`config.mk`:
```
export PLATFORM = sky130hd
export DESIGN_NAME = arb_mux2_16bit_flat
export DESIGN_NICKNAME = d
export VERILOG_FILES = /design/src/rtl/arb_mux2_16bit_if.sv /design/src/rtl/arb_mux2_16bit.sv /design/src/flat_wrapper.sv
export SDC_FILE = /design/constraint.sdc
export NUM_CORES = 1
export LEC_CHECK = 0
export ABC_AREA = 1
export BUFFER_PORTS_ARGS = -buffer_cell sky130_fd_sc_hd__buf_2
export CORE_MARGIN = 4
export CORE_UTILIZATION = 48
export DETAILED_ROUTE_END_ITERATION = 10
export GPL_TIMING_DRIVEN = 0
export MAX_ROUTING_LAYER = met4
export PLACE_DENSITY = 0.84
export SETUP_SLACK_MARGIN = 0.1
export SLEW_MARGIN = 0
export SYNTH_ARGS = -nofsm -noshare
export SYNTH_HDL_FRONTEND = slang
export SYNTH_SLANG_ARGS = --single-unit
```
`constraint.sdc`:
```
create_clock -name i_clk -period 4 [get_ports i_clk]
set_clock_uncertainty 0.2 [all_clocks]
set_input_delay 0.2 -clock i_clk [delete_from_list [all_inputs] [get_ports i_clk]]
set_output_delay 0.2 -clock i_clk [all_outputs]
set_load 0.01 [all_outputs]
```
`src/rtl/arb_mux2_16bit_if.sv`:
```
// arb_mux2_16bit_if: requester/consumer bus for the two-way arbitrating 16-bit mux
interface arb_mux2_16bit_if #(parameter int WIDTH = 16);
  logic             req0;
  logic [WIDTH-1:0] hyrja0;
  logic             req1;
  logic [WIDTH-1:0] hyrja1;
  logic             ack0;
  logic             ack1;
  logic [WIDTH-1:0] dalja;
  logic             valid;
  logic             ready;
  logic             sel;
  modport master (output req0, hyrja0, req1, hyrja1, ready, input ack0, ack1, dalja, valid, sel);
  modport slave (input req0, hyrja0, req1, hyrja1, ready, output ack0, ack1, dalja, valid, sel);
endinterface

```
`src/rtl/arb_mux2_16bit.sv`:
```
// arb_mux2_16bit: round-robin (or fixed priority with ARB_FIXED_PRIO_EN) arbiter feeding a registered 16-bit 2:1 mux
module arb_mux2_16bit #(parameter int WIDTH = 16) (
  input logic           i_clk,
  input logic           i_rst,
  arb_mux2_16bit_if.slave io_bus
);
  typedef enum logic [1:0] {IDLE, HOLD0, HOLD1} state_t;
  state_t           r_state;
  logic [WIDTH-1:0] r_dalja;
  logic             r_sel;
  logic             w_load;
  logic             w_g0;
  logic             w_g1;
  assign w_load = (r_state == IDLE) || io_bus.ready;
`ifdef ARB_FIXED_PRIO_EN
  assign w_g1 = io_bus.req1 && !io_bus.req0;
`else
  logic r_last;
  assign w_g1 = io_bus.req1 && (!io_bus.req0 || !r_last);
  always_ff @(posedge i_clk)
    if (i_rst) r_last <= 1'b1;
    else if (w_load && (w_g0 || w_g1)) r_last <= w_g1;
`endif
  assign w_g0 = io_bus.req0 && !w_g1;
  assign io_bus.ack0 = !i_rst && w_load && w_g0;
  assign io_bus.ack1 = !i_rst && w_load && w_g1;
  assign io_bus.dalja = r_dalja;
  assign io_bus.sel = r_sel;
  assign io_bus.valid = r_state != IDLE;
  always_ff @(posedge i_clk)
    if (i_rst) begin
      r_state <= IDLE;
      r_dalja <= '0;
      r_sel <= 1'b0;
    end else if (w_load) begin
      r_state <= w_g1 ? HOLD1 : w_g0 ? HOLD0 : IDLE;
      if (w_g0 || w_g1) begin
        r_dalja <= w_g1 ? io_bus.hyrja1 : io_bus.hyrja0;
        r_sel <= w_g1;
      end
    end
endmodule

```
`src/flat_wrapper.sv`:
```
// flat-port wrapper written by rule: the top's interface ports become plain ports
module arb_mux2_16bit_flat 
#(parameter int WIDTH = 16)
  (i_clk, i_rst, io_bus_req0, io_bus_hyrja0, io_bus_req1, io_bus_hyrja1, io_bus_ready, io_bus_ack0, io_bus_ack1, io_bus_dalja, io_bus_valid, io_bus_sel);
  arb_mux2_16bit_if #(.WIDTH(WIDTH)) io_bus_i ();
  input logic i_clk;
  input logic i_rst;
  input wire logic [$bits(io_bus_i.req0)-1:0] io_bus_req0;
  input wire logic [$bits(io_bus_i.hyrja0)-1:0] io_bus_hyrja0;
  input wire logic [$bits(io_bus_i.req1)-1:0] io_bus_req1;
  input wire logic [$bits(io_bus_i.hyrja1)-1:0] io_bus_hyrja1;
  input wire logic [$bits(io_bus_i.ready)-1:0] io_bus_ready;
  output wire logic [$bits(io_bus_i.ack0)-1:0] io_bus_ack0;
  output wire logic [$bits(io_bus_i.ack1)-1:0] io_bus_ack1;
  output wire logic [$bits(io_bus_i.dalja)-1:0] io_bus_dalja;
  output wire logic [$bits(io_bus_i.valid)-1:0] io_bus_valid;
  output wire logic [$bits(io_bus_i.sel)-1:0] io_bus_sel;
  assign io_bus_i.req0 = io_bus_req0;
  assign io_bus_i.hyrja0 = io_bus_hyrja0;
  assign io_bus_i.req1 = io_bus_req1;
  assign io_bus_i.hyrja1 = io_bus_hyrja1;
  assign io_bus_i.ready = io_bus_ready;
  assign io_bus_ack0 = io_bus_i.ack0;
  assign io_bus_ack1 = io_bus_i.ack1;
  assign io_bus_dalja = io_bus_i.dalja;
  assign io_bus_valid = io_bus_i.valid;
  assign io_bus_sel = io_bus_i.sel;
  arb_mux2_16bit #(.WIDTH(WIDTH)) u_core (.i_clk(i_clk), .i_rst(i_rst), .io_bus(io_bus_i));
endmodule
```
==> run metrics <==
CP cell instances=dlygate4sd3_1 -> buf_2 -> nand2_1 -> buf_2 -> nand2_1 -> nor2_1 -> buf_2; Routed WL=2940 µm; synth unique cells=13; initial core utilization=50.9%; minimum clock period=2.05 ns; fin nets=between 300 and 400; Post-CTS Setup Bufs=0; Ys Warns=0; setup ws final=1.95 ns; Max Fclk=0.489 GHz; adder-cell share of the synthesized area=0%; Place WS=2.45 ns; status=finished clean; syn_area_per_cell=5.77 µm²; worst hold-check path type=input pin to flip-flop; total track usage=a little under a fifth; critical path arrival=1.65 ns; number of global-route vias before repair=1,159; most used cell along the critical path=buf_2; flops & latches, synth=20; Mapped Nets=about 230; Critical Path Start Type=input pin; Post-Syn Instances=195; slowest CP cell=dlygate4sd3_1; WL per Instance=10.1 µm; ANT nets after route=0; PnR Total Power=between 0.0005 and 0.0006 W; vias after detailed routing=about 1,300; Synth Area in Compound Gates=1.89%; worst skew pair latency=around 0.30 ns; DRT Pass-1 Iters=4; port bufs=56; leak pwr=0.975 nW; xor/xnor cell area share of the yosys netlist=0%; Worst Path Max Fanout=10; critical path class=input pin to primary output; core footprint=2210 µm²; post-synthesis mux area share=0%; Max VDD drop=229 µV; clk buf depth=2; largest net degree at the start of global routing=13; Final Hold Vio Count=0; sequential area share after synthesis=35.6%; crit end category=primary output; root buf cell=clkbuf_4; final critical-path share of the clock period=51.1%; die height=56.4 µm; Slew @ Worst Pin=0.460 ns; DIE AREA=roughly 3200 µm²; CTS sink cnt=20; DRC Markers=0; Overflow after GRT=0; cell area after synthesis=roughly 1100 µm²; Worst path max stage delay=0.53 ns; # Max-Cap Violations=0; clock buffer count from CTS=3; CP bufs+invs=4; endpoints failing setup=0; initial antenna violation count=0; Vias per Instance=approximately 4.5; Layout area overhead=39.8%; I/O pin count=57; setup TNS=0 ns; Worst EP required=3.60 ns; Slew Viols, Final=0; Clk pin slew, worst setup/hold paths=0.11 ns; PwrDens=~350 nW/µm²; DR iter-0 viols=26; Simple-Gate Fraction of Synth Area=between 40% and 50%; DP Wirelength=2060 µm; layout cells sized above 1=27.0%; largest family of logic cells by synthesized area=simple AND/OR/NAND/NOR gates; RSZ-0062 raised after global routing=no; first-pass GRT wire length=4800 µm; gp weighted congestion=between 0.8 and 0.9; CP top delay family=buffers and inverters; die width=56.4 µm; Rel. slew slack=69.3%; row count=17; ant diodes=0; CTS tree=done; H-tree Lvls=1
==> placed cells by master, fill, tap and decap left out, drive strengths merged <==
cell	netlist	final
dfxtp	20	20
inv	35	35
or2	2	2
nand3	21	21
o21ai	2	2
buf	8	64
nor2	50	50
bufinv	0	1
dlygate4sd3	0	8
nand2	56	56
clkbuf	1	4
==> where the power goes <==
part | internal [W] | switching (W) | total, W
Clock | 0.000101 | 0.0000639 | 0.000165
Combinational | 0.0000682 | 0.0000860 | 0.000154
Sequential | 0.000221 | 0.0000107 | 0.000231
Total | 0.000390 | 0.000161 | 0.000551
==> sequential cells by signal (all words and copies together) (netlist names) <==
signal / flops
u_core.io_bus.dalja: 16
u_core.r_state: 2
u_core.io_bus.sel: 1
u_core.r_last: 1
==> worst register-to-register path, cell delays in order (launching register included) <==
cell and delay [ns]:
dfxtp_1 0.35, nand2_1 0.07, nand2_1 0.17, clkbuf_1 0.40
nor2_1 0.09, nor2_1 0.12, nor2_1 0.04
==> synth_stat cells <==
cell type,number,area [µm²]
buf_2,7,35.0
buf_6,1,11.3
clkbuf_1,1,3.75
dfxtp_1,20,400
inv_1,35,131
nand2_1,55,206
nand2_4,1,11.3
nand3_1,21,105
nor2_1,50,188
o21ai_0,1,5.00
o21ai_4,1,16.3
or2_1,1,6.26
or2_2,1,6.26
==> final timing paths <==
path	slack, ns	cells past startpoint	from	endpoint
setup / recovery	1.95	7	io_bus_req1	io_bus_ack0
hold / removal	0.002	5	io_bus_hyrja0[6]	u_core.io_bus.dalja[6]$_SDFFE_PP0P_
setup reg to reg	2.48	6	u_core.r_last$_SDFFE_PP1P_	u_core.io_bus.dalja[8]$_SDFFE_PP0P_
hold reg to reg	0.28	2	u_core.io_bus.sel$_SDFFE_PP0P_	u_core.io_bus.sel$_SDFFE_PP0P_
==> layer usage <==
metal / part of all wire (%) / vias to the layer above / global-route usage (%)
met5: 0 / - / -
met4: 1.6 / 0 / 9.15
met3: 6.8 / 6 / 1.84
met2: 52 / 55 / 32.8
met1: 40 / 528 / 21.9
li1: - / 706 / -
==> layout make-up <==
cell class	instances	area, µm²
fillers	202	638
multi-input cells	131	544
flip-flops and latches	20	400
repair buffers	64	360
inverters	35	131
plain buffers	9	50.0
well taps	28	35.0
clock inverters	1	30.0
clock buffers	3	22.5
==> logic make-up after synthesis <==
| kind of cell | after synthesis |
|---|---|
| flip-flops | 20 |
| AO/OA/AOI/OAI | 2 |
| AND/OR/NAND/NOR | 129 |
| buffers and inverters | 44 |
==> what timing repair did <==
item,CTS,global route
endpoints found under the hold margin,8,0
hold buffers,8,0
gates resized for setup,0,0
==> metrics by stage <==
step | cell area [µm²] | cells | hold slack (ns) | utilization (%)
5_1_grt | 1570 | 291 | 0.0131 | 71.2
3_3_place_gp | 1440 | 279 | 0.243 | 65.2
4_1_cts | 1570 | 291 | 0.000145 | 71.2
2_1_floorplan | 1130 | 195 | 0.154 | -
6_report | 1570 | 291 | 0.00241 | 71.2
3_5_place_dp | 1440 | 279 | 0.250 | 65.2
Note: power is estimated with default switching activity, not from simulation.
